==> src/rtl/spi_gpio_ctrl.sv <==
// SPI-slave (mode 0) GPIO controller: WIDTH pins with direction, atomic SET/CLR/TOGGLE
// and read-back over MISO. All SPI pins are oversampled on the system clock.
module spi_gpio_ctrl #(
  parameter int WIDTH       = 16,
  parameter int SYNC_STAGES = 2
) (
  input  logic             clk,
  input  logic             rst,
  input  logic             sclk,
  input  logic             cs_n,
  input  logic             mosi,
  output logic             miso,
  output logic             miso_oe,
  input  logic [WIDTH-1:0] gpio_in,
  output logic [WIDTH-1:0] gpio_out,
  output logic [WIDTH-1:0] gpio_oe,
  output logic             frame_done
);

  localparam int CNT_W = $clog2(8 + WIDTH + 2);
  localparam logic [CNT_W-1:0] CNT_FULL = CNT_W'(8 + WIDTH);
  localparam logic [CNT_W-1:0] CNT_SAT  = CNT_W'(8 + WIDTH + 1);
  localparam logic [CNT_W-1:0] CNT_CMD  = CNT_W'(7);

  typedef enum logic [1:0] {IDLE, CMD, DATA} state_t;

  state_t                 state, state_next;
  logic [SYNC_STAGES-1:0] sclk_sync, cs_sync, mosi_sync;
  logic                   sclk_d, cs_d;
  logic [CNT_W-1:0]       cnt;
  logic [7:0]             cmd;
  logic [WIDTH-1:0]       data, tx;
  logic                   tx_started;

  logic sclk_s, cs_s, mosi_s;
  logic sclk_rise, sclk_fall, cs_fall, cs_rise;
  logic [7:0] cmd_next;

  assign sclk_s    = sclk_sync[SYNC_STAGES-1];
  assign cs_s      = cs_sync[SYNC_STAGES-1];
  assign mosi_s    = mosi_sync[SYNC_STAGES-1];
  assign sclk_rise = sclk_s & ~sclk_d;
  assign sclk_fall = ~sclk_s & sclk_d;
  assign cs_fall   = ~cs_s & cs_d;
  assign cs_rise   = cs_s & ~cs_d;
  assign cmd_next  = {cmd[6:0], mosi_s};
  assign miso_oe   = ~cs_s;

  function automatic logic cmd_legal(input logic [7:0] c);
    if (c[7]) return (c[2:0] <= 3'd4);
    return (c[2:0] == 3'd0) || (c[2:0] == 3'd1) || (c[2:0] == 3'd4);
  endfunction

  // Equal-depth synchronisers keep mosi aligned with the sclk edge that samples it.
  always_ff @(posedge clk) begin
    // NOTE: sequential state uses non-blocking assignments so every flop samples pre-edge values.
    if (rst) begin
      sclk_sync <= '0;
      cs_sync   <= '1;
      mosi_sync <= '0;
      sclk_d    <= 1'b0;
      cs_d      <= 1'b1;
    end else begin
      sclk_sync <= {sclk_sync[SYNC_STAGES-2:0], sclk};
      cs_sync   <= {cs_sync[SYNC_STAGES-2:0], cs_n};
      mosi_sync <= {mosi_sync[SYNC_STAGES-2:0], mosi};
      sclk_d    <= sclk_s;
      cs_d      <= cs_s;
    end
  end

  always_ff @(posedge clk) begin
    if (rst) state <= IDLE;
    else     state <= state_next;
  end

  always_comb begin
    // NOTE: default first so no path through the case leaves state_next unassigned (no latch).
    state_next = state;
    unique case (state)
      IDLE: if (cs_fall) state_next = CMD;
      CMD: begin
        if (cs_rise)                            state_next = IDLE;
        else if (sclk_rise && cnt == CNT_CMD)   state_next = DATA;
      end
      DATA: if (cs_rise) state_next = IDLE;
      default: state_next = IDLE;
    endcase
  end

  always_ff @(posedge clk) begin
    if (rst) begin
      gpio_out   <= '0;
      gpio_oe    <= '0;
      miso       <= 1'b0;
      frame_done <= 1'b0;
      cnt        <= '0;
      cmd        <= '0;
      data       <= '0;
      tx         <= '0;
      tx_started <= 1'b0;
    end else begin
      frame_done <= 1'b0;
      if (state == IDLE) begin
        miso <= 1'b0;
        if (cs_fall) begin
          cnt        <= '0;
          cmd        <= '0;
          data       <= '0;
          tx_started <= 1'b0;
        end
      end else if (cs_rise) begin
        miso <= 1'b0;
        // Only an exact-length frame with a legal command has any effect.
        if (cnt == CNT_FULL && cmd_legal(cmd)) begin
          frame_done <= 1'b1;
          if (cmd[7]) begin
            unique case (cmd[2:0])
              3'd0:    gpio_out <= data;
              3'd1:    gpio_out <= gpio_out | data;
              3'd2:    gpio_out <= gpio_out & ~data;
              3'd3:    gpio_out <= gpio_out ^ data;
              default: gpio_oe  <= data;
            endcase
          end
        end
      end else begin
        if (sclk_rise) begin
          if (cnt != CNT_SAT) cnt <= cnt + 1'b1;
          if (state == CMD) cmd  <= cmd_next;
          else              data <= {data[WIDTH-2:0], mosi_s};
          // Read value is captured in the same cycle the command byte completes.
          if (state == CMD && cnt == CNT_CMD && !cmd_next[7] && cmd_legal(cmd_next)) begin
            unique case (cmd_next[2:0])
              3'd1:    tx <= gpio_out;
              3'd4:    tx <= gpio_oe;
              default: tx <= gpio_in;
            endcase
          end
        end
        if (sclk_fall && state == DATA && !cmd[7] && cmd_legal(cmd)) begin
          if (!tx_started) begin
            miso       <= tx[WIDTH-1];
            tx_started <= 1'b1;
          end else begin
            miso <= tx[WIDTH-2];
            tx   <= {tx[WIDTH-2:0], 1'b0};
          end
        end
      end
    end
  end

endmodule

==> config.mk <==
export PLATFORM = sky130hd
export DESIGN_NAME = spi_gpio_ctrl
export DESIGN_NICKNAME = d
export VERILOG_FILES = /design/src/rtl/spi_gpio_ctrl.sv
export SDC_FILE = /design/constraint.sdc
export NUM_CORES = 1
export LEC_CHECK = 0
export CAP_MARGIN = 10
export CELL_PAD_IN_SITES_DETAIL_PLACEMENT = 2
export CELL_PAD_IN_SITES_GLOBAL_PLACEMENT = 2
export CORE_MARGIN = 2
export CORE_UTILIZATION = 38
export CTS_BUF_LIST = sky130_fd_sc_hd__clkbuf_4 sky130_fd_sc_hd__clkbuf_8
export CTS_CLUSTER_SIZE = 40
export DETAILED_ROUTE_END_ITERATION = 12
export HOLD_SLACK_MARGIN = 0.1
export PLACE_DENSITY = 0.88
export SETUP_SLACK_MARGIN = 0.3
export SYNTH_ARGS = -nofsm -noshare
export SYNTH_HDL_FRONTEND = slang
export SYNTH_SLANG_ARGS = --single-unit
==> constraint.sdc <==
create_clock -name clk -period 5 [get_ports clk]
set_clock_uncertainty 0.15 [all_clocks]
set_input_delay 1 -clock clk [delete_from_list [all_inputs] [get_ports clk]]
set_output_delay 1 -clock clk [all_outputs]
set_load 0.01 [all_outputs]
# == Word level (Yosys, flattened, before mapping) ==
# Index checks and enable logic that the tools add are counted.
# op_classes
magnitude_cmp,2
n_reduce_logical,33
bitwise_logic,15
n_mux,59
eq_ne,16
n_addsub,1
# ops
operator,count
16-bit 2-to-1 mux,9
16-bit one-hot mux with 4 select lines,1
8-bit 2-to-1 mux,5
1-bit 2-to-1 mux,33
16-bit one-hot mux with 2 select lines,1
5-bit 2-to-1 mux,5
16-bit bitwise AND,1
16-bit NOT,1
16-bit OR,1
16-bit bitwise XOR,1
4-bit AND reduction,3
5-bit AND reduction,2
1-bit logical AND,8
2-bit 2-to-1 mux,4
2-bit nonzero test,4
1-bit NOT,7
"3-bit by 1-bit == test with 1-bit output, second input constant",2
"3-bit by 2-bit == test with 1-bit output, second input constant",2
"3-bit == test, second input constant",2
"3-bit <= comparator, second input constant",2
3-bit logical NOT,2
"2-bit inequality test, second input constant",3
2-bit one-hot mux with 3 select lines,1
3-bit AND reduction,2
other kinds (16),24
# totals
ff_bits,90
output_inout_bits,35
wordCells,141

# == Longest topological paths before layout ==
# Gate-level depths: netlist of run 1.
# depth
word_depth,16
ltp_mapped,8
mapped_depth_nobuf,6

# == Worst setup path before layout of run 1 ==
# OpenSTA, ideal clock, no wires.
# synth_timing
path_kind,input to register
startpoint,input rst
endpoint,register gpio_out[10]
required_time_ns,4.763
t_arrival_ns,1.716
slack_ns,3.047
path_stages,4
n_path_buf,1
path_cell_list,inv_2 > nand4_1 > clkbuf_1 > o31ai_1
# synth_lines
item,line_no,source
start: declaration,8,"input logic rst,"
end signal: assignment,119,3'd0: gpio_out <= data;
end signal: assignment,120,3'd1: gpio_out <= gpio_out | data;
end signal: assignment,121,3'd2: gpio_out <= gpio_out & ~data;
end: declaration,15,"output logic [WIDTH-1:0] gpio_out,"

# == Worst setup path in the final report of run 1 ==
# layout_timing
startpoint,register state[1]
endpoint,register gpio_out[14]
# layout_via
elab_chain_cells,3
# layout_rtl
item,line_no,source
start: declaration,27,"state_t state, state_next;"
start signal: assignment,74,else state <= state_next;
2-bit logical NOT,104,if (state == IDLE) begin
1-bit NOT (no source line),-,
5-bit AND reduction (no source line),-,
# Every way passes these cells.
# A chain may end at the register's enable or synchronous reset.

==> results by group, run 1 <==
Global route
  – Pin count of the biggest net entering global routing: 57
  – Tot GR Track Use: 0.313
  – Vias in the first global route: 6,012
  – Initial antenna violation count: 0
  – First-pass GRT wire length: 35,100 µm
  – Grt total ovfl: 0

Setup path
  – Critical Path Start: state[1]$_SDFFE_PP0P_
  – CP Launch Type: register
  – Worst EP arrival: 3.83 ns
  – Worst reg-to-reg path cell count: 4
  – Critical path data required time: 5.13 ns
  – Critical path class: reg2reg
  – Reg2reg setup slack: 1.31 ns
  – Reg-to-reg critical path startpoint: state[1]$_SDFFE_PP0P_
  – WP buf/inv: 0
  – Worst reg2reg path endpoint: gpio_out[14]$_SDFFE_PP0P_
  – CP max stage cell: dfxtp_1
  – CP max FO: 30
  – CP Cell Sequence: nor2_1, nor3_4, nand4_1, o31ai_1
  – Slowest stage delay, CP: 1.00 ns
  – Delay-heaviest family, CP: simple AND/OR/NAND/NOR gates
  – CP endpoint kind: register

STA
  – Max_slew headroom: 0.129
  – Final Hold Violating Endpoints: 0
  – Slew Limit Fails: 0
  – Final critical-path share of the clock period: 0.739
  – Endpoints failing setup: 0
  – RSZ-0062 raised after global routing: no
  – Setup_tns: 0 ns
  – Min Tclk post-route: 3.69 ns
  – Tightest Pin Transition: between 1 and 1.5 ns
  – Fmax: ~0.27 GHz

Clock tree
  – CTS tree: done
  – Clk slew on worst S/H paths: 0.10 ns
  – Setup Buffers After CTS: 0
  – Clk Latency, worst-skew pair: 0.40 ns
  – Num CTS Buffers: 9
  – H-tree levels: 3
  – CTS resizes: 0
  – Clk root buf: clkbuf_8
  – # hold bufs at CTS: 0
  – CTS max path bufs: 2
  – Clk sink count: 90

Yosys
  – Yosys warns: 0
  – Post-Syn Area per Cell: 8.15 µm²
  – Post-synth EDFFs: 0
  – Flops & latches, synth: 90
  – Top-area cell type share of the netlist area: 0.342
  – Syn nets: 703
  – Syn Inst Count: 647
  – Netlist cell types: 50
  – Top_reg_cell synth: dfxtp_1
  – Post-synthesis sequential area ratio: 0.342
  – Mapped Area: ~0.0053 mm²
  – Synth area leaders: dfxtp_1 (34%), ha_1 (8.3%), a21oi_1 (5.6%), nor2b_1 (4.4%), o31ai_1 (4.3%)
  – Synth area leader: dfxtp_1
  – FFs w/ async S/R, synth: 0

Status
  – Status: finished clean

Detailed routing
  – Antenna Violating Nets Remaining: 0
  – WL/cell: 27.4 µm
  – Iter 0 DRT Violations: 558
  – Via count: 5,608
  – Vias per cell: 6.64
  – Remaining DRCs: 0
  – Post-Route WL: 23,200 µm
  – Length of the first detailed-routing pass in iterations: 5

Place
  – Port Buffer Count: 55
  – Placer congestion estimate: approximately 0.8
  – Placed insts: 826
  – Post-DP HPWL: 13,800 µm

Cells and area
  – Layout Cells excl Fill: 845
  – Area grow syn2layout: 16.6%
  – Diodes inserted: 0
  – Nets: 716
  – Layout cells sized above 1: 0.0571

Power
  – Final Power: 1470 µW
  – Leakage power: 0.00198 µW
  – Maximum VDD drop: 201 µV
  – PwrDens: between 200 and 250 mW/mm²

Floorplanning
  – Die X: between 100 and 150 µm
  – IO Pins: 56
  – Core Region: between 0.01 and 0.015 mm²
  – Die Height: approximately 120 µm
  – Core Rows: 43
  – Starting density of the core: 0.384
  – DIE AREA: 0.0148 mm²

Worst hold path
  – Hold Crit Endpoint: sclk_sync[1]$_SDFF_PP0_
  – Worst hold start: sclk_sync[0]$_SDFF_PP0_
  – Hold Path Cell Cnt: 1
  – Hold Path Class: reg2reg

Run
  – Max-Cap Viols: 0
## cell families after synthesis
logic type,after synthesis,share of synthesized area
simple gates,157,0.169
flops,90,0.342
fa+ha+maj,35,0.0831
buf+inv,107,0.0788
mux,2,0.00403
compound gates,256,0.324
## flip-flops by register name, indices dropped and copies added, names as in the netlist
register	cells
mosi_sync	2
tx	16
sclk_d	1
tx_started	1
gpio_out	16
cs_sync	2
state	2
sclk_sync	2
data	16
frame_done	1
cs_d	1
cnt	5
gpio_oe	16
miso	1
cmd	8
## synthesized netlist by cell type, drive strengths merged (2+ instances only)
cell type  count
nand2b        19
or2            6
ha            35
o221ai        16
nand2         11
a21oi         59
o41ai          2
nand4         19
a32oi          2
nor3           4
buf           13
a21o          15
nor4b          2
o22a          16
clkbuf        53
nand3         29
o22ai          3
o31ai         31
o311ai        31
dfxtp         90
a31oi         18
nor2b         37
o21ai         55
nor2          21
o2bb2ai        2
inv           41
## worst register-to-register path: cells and delay by family (launching register included)
| family | cells | cell delay, ns |
|---|---|---|
| compound gates | 1 | 0.52 |
| flops | 1 | 1.00 |
| simple gates | 3 | 1.92 |
## worst max path at each step
stage                           endpoint  slack (ns)  cells past startpoint
2_1_floorplan  gpio_out[10]$_SDFFE_PP0P_        3.05                      4
3_3_place_gp   gpio_out[11]$_SDFFE_PP0P_        1.72                      4
3_5_place_dp   gpio_out[11]$_SDFFE_PP0P_        1.39                      4
4_1_cts        gpio_out[13]$_SDFFE_PP0P_        1.35                      4
5_1_grt        gpio_out[14]$_SDFFE_PP0P_        1.11                      4
6_report       gpio_out[14]$_SDFFE_PP0P_        1.31                      4
## cells in the final DEF (no fill, tap or decap), types with 4 or more instances in the layout
| cell type | count |
|---|---|
| o22a_1 | 16 |
| clkdlybuf4s50_1 | 54 |
| clkbuf_8 | 11 |
| dfxtp_1 | 90 |
| nand3_1 | 29 |
| o221ai_1 | 16 |
| inv_1 | 40 |
| o21ai_0 | 42 |
| a21oi_1 | 59 |
| nand2b_1 | 19 |
| nor2_1 | 21 |
| o311ai_1 | 17 |
| o311ai_0 | 14 |
| a21o_1 | 15 |
| o21ai_1 | 13 |
| nand2_1 | 11 |
| a31oi_1 | 18 |
| or2_2 | 4 |
| buf_4 | 10 |
| nor2b_1 | 37 |
| ha_1 | 35 |
| o31ai_1 | 30 |
| nand4_1 | 19 |
## metal layers
| layer | GRT usage | up-vias | part of all wire |
|---|---|---|---|
| met5 | 0 | - | 0 |
| met4 | 0.168 | 0 | 0.052 |
| met3 | 0.0595 | 90 | 0.049 |
| met2 | 0.528 | 238 | 0.49 |
| met1 | 0.377 | 2863 | 0.41 |
| li1 | - | 2417 | - |
## cell type report
type | count | area, µm²
multi-input cells | 450 | 3060
well taps | 180 | 225
repair buffers | 68 | 658
inverters | 41 | 154
clock buffers | 11 | 151
fillers | 1521 | 7570
clock inverters | 5 | 100
flip-flops and latches | 90 | 1800
## per-stage QoR
step                      cell area, µm²   util  worst slack (ns)  hold WS (ns)
after detailed placement            5860  0.427              1.39         0.261
after global routing                6150  0.448              1.11         0.322
after global placement              5860  0.427              1.72         0.241
after floorplan                     5270      -              3.05         0.239
after CTS                           6110  0.445              1.35         0.306
final                               6150  0.448              1.31         0.294
## power breakdown
group	switching (µW)	internal (µW)
Clock	302	358
Sequential	3.39	719
Combinational	56.0	32.2
Note: power is estimated with default switching activity, not from simulation.
==> run 2, diff against run 1 <==
- CORE_UTILIZATION: 38 -> 32
- PLACE_DENSITY: 0.88 -> 0.79
- clock period: 5 -> 3 ns (I/O delays scaled with it)
==> results by group, run 2 (synthesized netlist as in run 1, its figures left out) <==
Status
  – Status: finished clean

Global route
  – Initial antenna violation count: 0 (unchanged)
  – Vias in the first global route: 5,772 (-4.0%)
  – Tot GR Track Use: 0.242 (-0.0712)
  – Grt total ovfl: 0 (unchanged)
  – First-pass GRT wire length: 33,500 µm (-4.7%)
  – Pin count of the biggest net entering global routing: 57 (unchanged)

Cells and area
  – Diodes inserted: 0 (unchanged)
  – Layout cells sized above 1: 0.0781 (+0.0209)
  – Most frequent cells in the layout: dfxtp_1 (90), a21oi_1 (59), clkdlybuf4s50_1 (54)
  – Nets: 730 (+2.0%)
  – Fill cells: 1,847 (+21%)
  – Seq. cell area: 0.00180 mm² (unchanged)
  – Final Util: 0.391 (-0.0568)
  – Commonest non-fill, non-tap cell in the layout: dfxtp_1
  – Area grow syn2layout: 18.7%
  – Multi-input gate area: 0.00306 mm² (+0.16%)
  – Layout Cells excl Fill: 895 (+5.9%)

Setup path
  – CP max FO: 16 (-47%)
  – CP endpoint kind: register
  – Worst EP arrival: 2.75 ns (-1.08 ns)
  – Critical path data required time: 3.13 ns (-2.00 ns)
  – Critical path class: reg2reg
  – CP Launch Type: register

Place
  – Port Buffer Count: 55 (unchanged)
  – Placed insts: 878 (+6.3%)
  – Post-place setup slack: 0.459 ns (-0.933 ns)
  – Post-DP HPWL: 14,300 µm (+3.6%)
  – Placer congestion estimate: 0.811 (-0.87%)

Detailed routing
  – Length of the first detailed-routing pass in iterations: 4 (-1)
  – WL/cell: 23.5 µm (-14%)
  – Via count: 5,282 (-5.8%)
  – Antenna Violating Nets Remaining: 0 (unchanged)
  – Vias per cell: 5.90 (-11%)
  – Remaining DRCs: 0 (unchanged)
  – Iter 0 DRT Violations: 438 (-22%)
  – Post-Route WL: 21,000 µm (-9.3%)

Floorplanning
  – IO Pins: 56 (unchanged)
  – Die Height: 132 µm (+8.7%)
  – Core Region: 0.0160 mm² (+17%)
  – Starting density of the core: 0.330 (-0.0548)
  – Core Rows: 46 (+7.0%)
  – Die X: 132 µm (+8.7%)
  – DIE AREA: 0.0175 mm² (+18%)

Clock tree
  – Clk Latency, worst-skew pair: 0.39 ns (about the same)
  – Clk root buf: clkbuf_8
  – Num CTS Buffers: 9 (unchanged)
  – Clk slew on worst S/H paths: 0.10 ns (about the same)
  – CTS tree: done
  – # hold bufs at CTS: 0 (unchanged)
  – CTS max path bufs: 2 (unchanged)
  – Clk sink count: 90 (unchanged)
  – H-tree levels: 3 (unchanged)

STA
  – Final critical-path share of the clock period: 0.873 (+0.134)
  – Endpoints failing setup: 0 (unchanged)
  – Fin worst setup slack: 0.381 ns (-0.924 ns)
  – Max_slew headroom: 0.377 (+0.248)
  – Min Tclk post-route: 2.62 ns (-1.08 ns)
  – RSZ-0062 raised after global routing: no
  – Tightest Pin Transition: 0.926 ns (-0.381 ns)
  – Final Hold Violating Endpoints: 0 (unchanged)
  – Fmax: 0.382 GHz (+41%)
  – Slew Limit Fails: 0 (unchanged)
  – Setup_tns: 0 ns (unchanged)

Power
  – Comb pwr share: 0.063 (+0.003)
  – Sw Ratio: 0.243 (-0.00251)
  – Net Sw Power: 563 µW (+56%)
  – Part of the power in registers: 0.520 (+0.029)
  – Maximum VDD drop: 197 µV (-2.2%)
  – Leakage power: 0.00203 µW (+2.5%)
  – Internal power: 1750 µW (+58%)
  – PwrDens: 370 mW/mm² (+54%)
  – Final Power: 2310 µW (+57%)
  – Clk pwr share: 0.417 (-0.032)

Run
  – Max-Cap Viols: 0 (unchanged)

Worst hold path
  – Hold Path Class: reg2reg
-- run 2: cell count changes in the layout (fill, tap and decap cells not counted), sizes merged --
| cell | delta |
|---|---|
| bufinv | -2 |
| buf | +14 |
| clkbuf | +4 |
| clkinv | -2 |
-- run 2: worst max-delay path, cell delays in order (launching register included) --
cell,delay [ns]
dfxtp_1,0.47
nor4b_1,0.65
nand4_1,0.78
a21oi_1,0.37
o22ai_1,0.10
-- run 2: through the flow --
step,hold slack (ns),instance area [µm²]
finish,0.267,6260
global route,0.286,6260
CTS,0.269,6250
detailed placement,0.249,6020
global placement,0.244,6020
floorplan,0.239,5270
-- run 2: cell type report --
| type | count | share of cell area |
|---|---|---|
| multi-input combinational | 450 | 0.489 |
| sequential | 90 | 0.288 |
| timing repair buffer | 82 | 0.120 |
| tap | 216 | 0.0432 |
| clock buffer | 15 | 0.0310 |
| inverter | 41 | 0.0246 |
| clock inverter | 1 | 0.00480 |
-- run 2: what timing repair did --
item	4_1_cts	5_1_grt
resized for setup	0	1
setup buffers	0	1
endpoints found under the setup margin	0	15
-- run 2: path summary, 6_finish.rpt --
kind                            slack (ns)                   from                    end  cells past startpoint
worst min register to register        0.27  cs_sync[0]$_SDFF_PP1_  cs_sync[1]$_SDFF_PP1_                      1
worst min-delay path                  0.27  cs_sync[0]$_SDFF_PP1_  cs_sync[1]$_SDFF_PP1_                      1
worst max-delay path                  0.38    cmd[1]$_SDFFE_PP0P_     tx[0]$_SDFFE_PP0P_                      4
worst max register to register        0.38    cmd[1]$_SDFFE_PP0P_     tx[0]$_SDFFE_PP0P_                      4
-- run 2: per-layer routing --
layer  share of wire  GRT usage  up-vias
met2            0.51      0.427      117
met3           0.042     0.0235       22
met4           0.015     0.0687        0
met5               0          0        -
li1                -          -     2446
met1            0.43      0.313     2697
-- run 2: power by group through the flow --
stage / combinational [µW] / clock [µW] / sequential [µW]
final: 146 / 964 / 1200
after detailed placement: 143 / 0 / 1230
after global placement: 140 / 0 / 1230
after floorplan: 78.1 / 0 / 1230
after global routing: 155 / 1030 / 1200
after CTS: 145 / 976 / 1200
==> run 3, diff against run 2 <==
- CTS_CLUSTER_DIAMETER: default -> 150
- MAX_ROUTING_LAYER: default -> met4
==> results by group, run 3 (synthesized netlist as in run 1, its figures left out) <==
Clock tree
  – Clk Latency, worst-skew pair: 0.38 ns (about the same)
  – CTS max path bufs: 2 (unchanged)
  – # hold bufs at CTS: 0 (unchanged)
  – H-tree levels: 3 (unchanged)
  – Clk sink count: 90 (unchanged)
  – Clk root buf: clkbuf_8
  – Num CTS Buffers: 9 (unchanged)
  – CTS tree: done
  – Clk slew on worst S/H paths: 0.10 ns (about the same)

Cells and area
  – Design Area, Final: 0.00626 mm² (unchanged)
  – Fill cells: 1,847 (unchanged)
  – Most frequent cells in the layout: dfxtp_1 (90), a21oi_1 (59), clkdlybuf4s50_1 (54)
  – Multi-input gate area: 0.00306 mm² (unchanged)
  – Area grow syn2layout: 18.7% (unchanged)
  – Layout Cells excl Fill: 895 (unchanged)
  – Commonest non-fill, non-tap cell in the layout: dfxtp_1
  – Layout cells sized above 1: 0.0781 (unchanged)
  – Nets: 730 (unchanged)
  – Seq. cell area: 0.00180 mm² (unchanged)
  – Diodes inserted: 0 (unchanged)

Detailed routing
  – Post-Route WL: 21,000 µm (about the same)
  – Remaining DRCs: 0 (unchanged)
  – Iter 0 DRT Violations: 369 (-16%)
  – Length of the first detailed-routing pass in iterations: 4 (unchanged)
  – WL/cell: 23.5 µm (about the same)
  – Vias per cell: 5.93 (+0.47%)
  – Via count: 5,307 (+0.47%)
  – Antenna Violating Nets Remaining: 0 (unchanged)

Global route
  – Tot GR Track Use: 0.249 (+0.00751)
  – Pin count of the biggest net entering global routing: 57 (unchanged)
  – Grt total ovfl: 0 (unchanged)
  – Vias in the first global route: 5,781 (+0.16%)
  – First-pass GRT wire length: 33,500 µm (about the same)
  – Initial antenna violation count: 0 (unchanged)

Power
  – Maximum VDD drop: 196 µV (-0.50%)
  – Final Power: 2310 µW (-0.31%)
  – PwrDens: 369 mW/mm² (-0.31%)
  – Leakage power: 0.00203 µW (unchanged)

STA
  – Final critical-path share of the clock period: 0.870 (-0.00274)
  – Final Hold Violating Endpoints: 0 (unchanged)
  – Fin worst setup slack: 0.389 ns (+0.00821 ns)
  – Slew Limit Fails: 0 (unchanged)
  – Min Tclk post-route: 2.61 ns (-0.00821 ns)
  – Setup_tns: 0 ns (unchanged)
  – Tightest Pin Transition: 0.896 ns (-0.0297 ns)
  – Fmax: 0.383 GHz (+0.31%)
  – RSZ-0062 raised after global routing: no
  – Max_slew headroom: 0.397 (+0.0200)
  – Endpoints failing setup: 0 (unchanged)

Floorplanning
  – Starting density of the core: 0.330 (unchanged)
  – IO Pins: 56 (unchanged)
  – DIE AREA: 0.0175 mm² (unchanged)
  – Core Rows: 46 (unchanged)
  – Die Height: 132 µm (unchanged)
  – Die X: 132 µm (unchanged)
  – Core Region: 0.0160 mm² (unchanged)

Worst hold path
  – Hold Path Class: reg2reg

Setup path
  – CP Launch Type: register
  – Slowest stage delay, CP: 0.77 ns (about the same)
  – CP max FO: 16 (unchanged)
  – Critical path class: reg2reg
  – WP buf/inv: 0 (unchanged)
  – CP max stage cell: nand4_1
  – Worst EP arrival: 2.73 ns (-0.02 ns)
  – CP Cell Sequence: nor4b_1, nand4_1, a21oi_1, o22ai_1
  – Delay-heaviest family, CP: simple AND/OR/NAND/NOR gates
  – CP endpoint kind: register
  – Critical path data required time: 3.12 ns (about the same)

Place
  – Placed insts: 878 (unchanged)
  – Post-place setup slack: 0.459 ns (unchanged)
  – Placed Area: 0.00602 mm² (unchanged)
  – Port Buffer Count: 55 (unchanged)
  – Post-DP HPWL: 14,300 µm (unchanged)
  – Placer congestion estimate: 0.823 (+1.5%)

Status
  – Status: finished clean

Run
  – Max-Cap Viols: 0 (unchanged)
==> run 3: cell counts in the layout (fill, tap and decap cells not counted) <==
No cell type changed its count.
==> run 3: where the power goes <==
group          internal, µW  switching [µW]  leakage (µW)
Sequential             1200            5.00      0.000726
Combinational          55.1            89.9       0.00119
Clock                   497             461      0.000117
Total                  1750             556       0.00203
==> run 3: final timing paths <==
path | endpoint | start | cells past startpoint | slack [ns]
worst min-delay path | cs_sync[1]$_SDFF_PP1_ | cs_sync[0]$_SDFF_PP1_ | 1 | 0.27
worst max-delay path | tx[0]$_SDFFE_PP0P_ | cmd[1]$_SDFFE_PP0P_ | 4 | 0.39
worst max register to register | tx[0]$_SDFFE_PP0P_ | cmd[1]$_SDFFE_PP0P_ | 4 | 0.39
worst min register to register | cs_sync[1]$_SDFF_PP1_ | cs_sync[0]$_SDFF_PP1_ | 1 | 0.27
==> run 3: what timing repair did <==
action                                 CTS  global route
gates resized for setup                  0             1
endpoints found under the hold margin    0             0
setup buffers                            0             1
setup endpoints to repair                0            15
==> run 3: stage by stage <==
step	util	hold slack [ns]
after detailed placement	0.376	0.249
final	0.391	0.267
after global routing	0.391	0.286
after floorplan	-	0.239
after CTS	0.390	0.269
after global placement	0.376	0.244
==> run 3: metal layers <==
layer	track usage	vias up	share of wire
met1	0.313	2737	0.44
li1	-	2451	-
met3	0.0238	19	0.035
met2	0.427	100	0.51
met5	-	-	0
met4	0.0687	0	0.013
==> run 3: final cells by class <==
cell class / instances / share of cell area
sequential: 90 / 0.288
tap: 216 / 0.0432
timing repair buffer: 82 / 0.120
inverter: 41 / 0.0246
multi-input combinational: 450 / 0.489
clock inverter: 1 / 0.00480
clock buffer: 15 / 0.0310
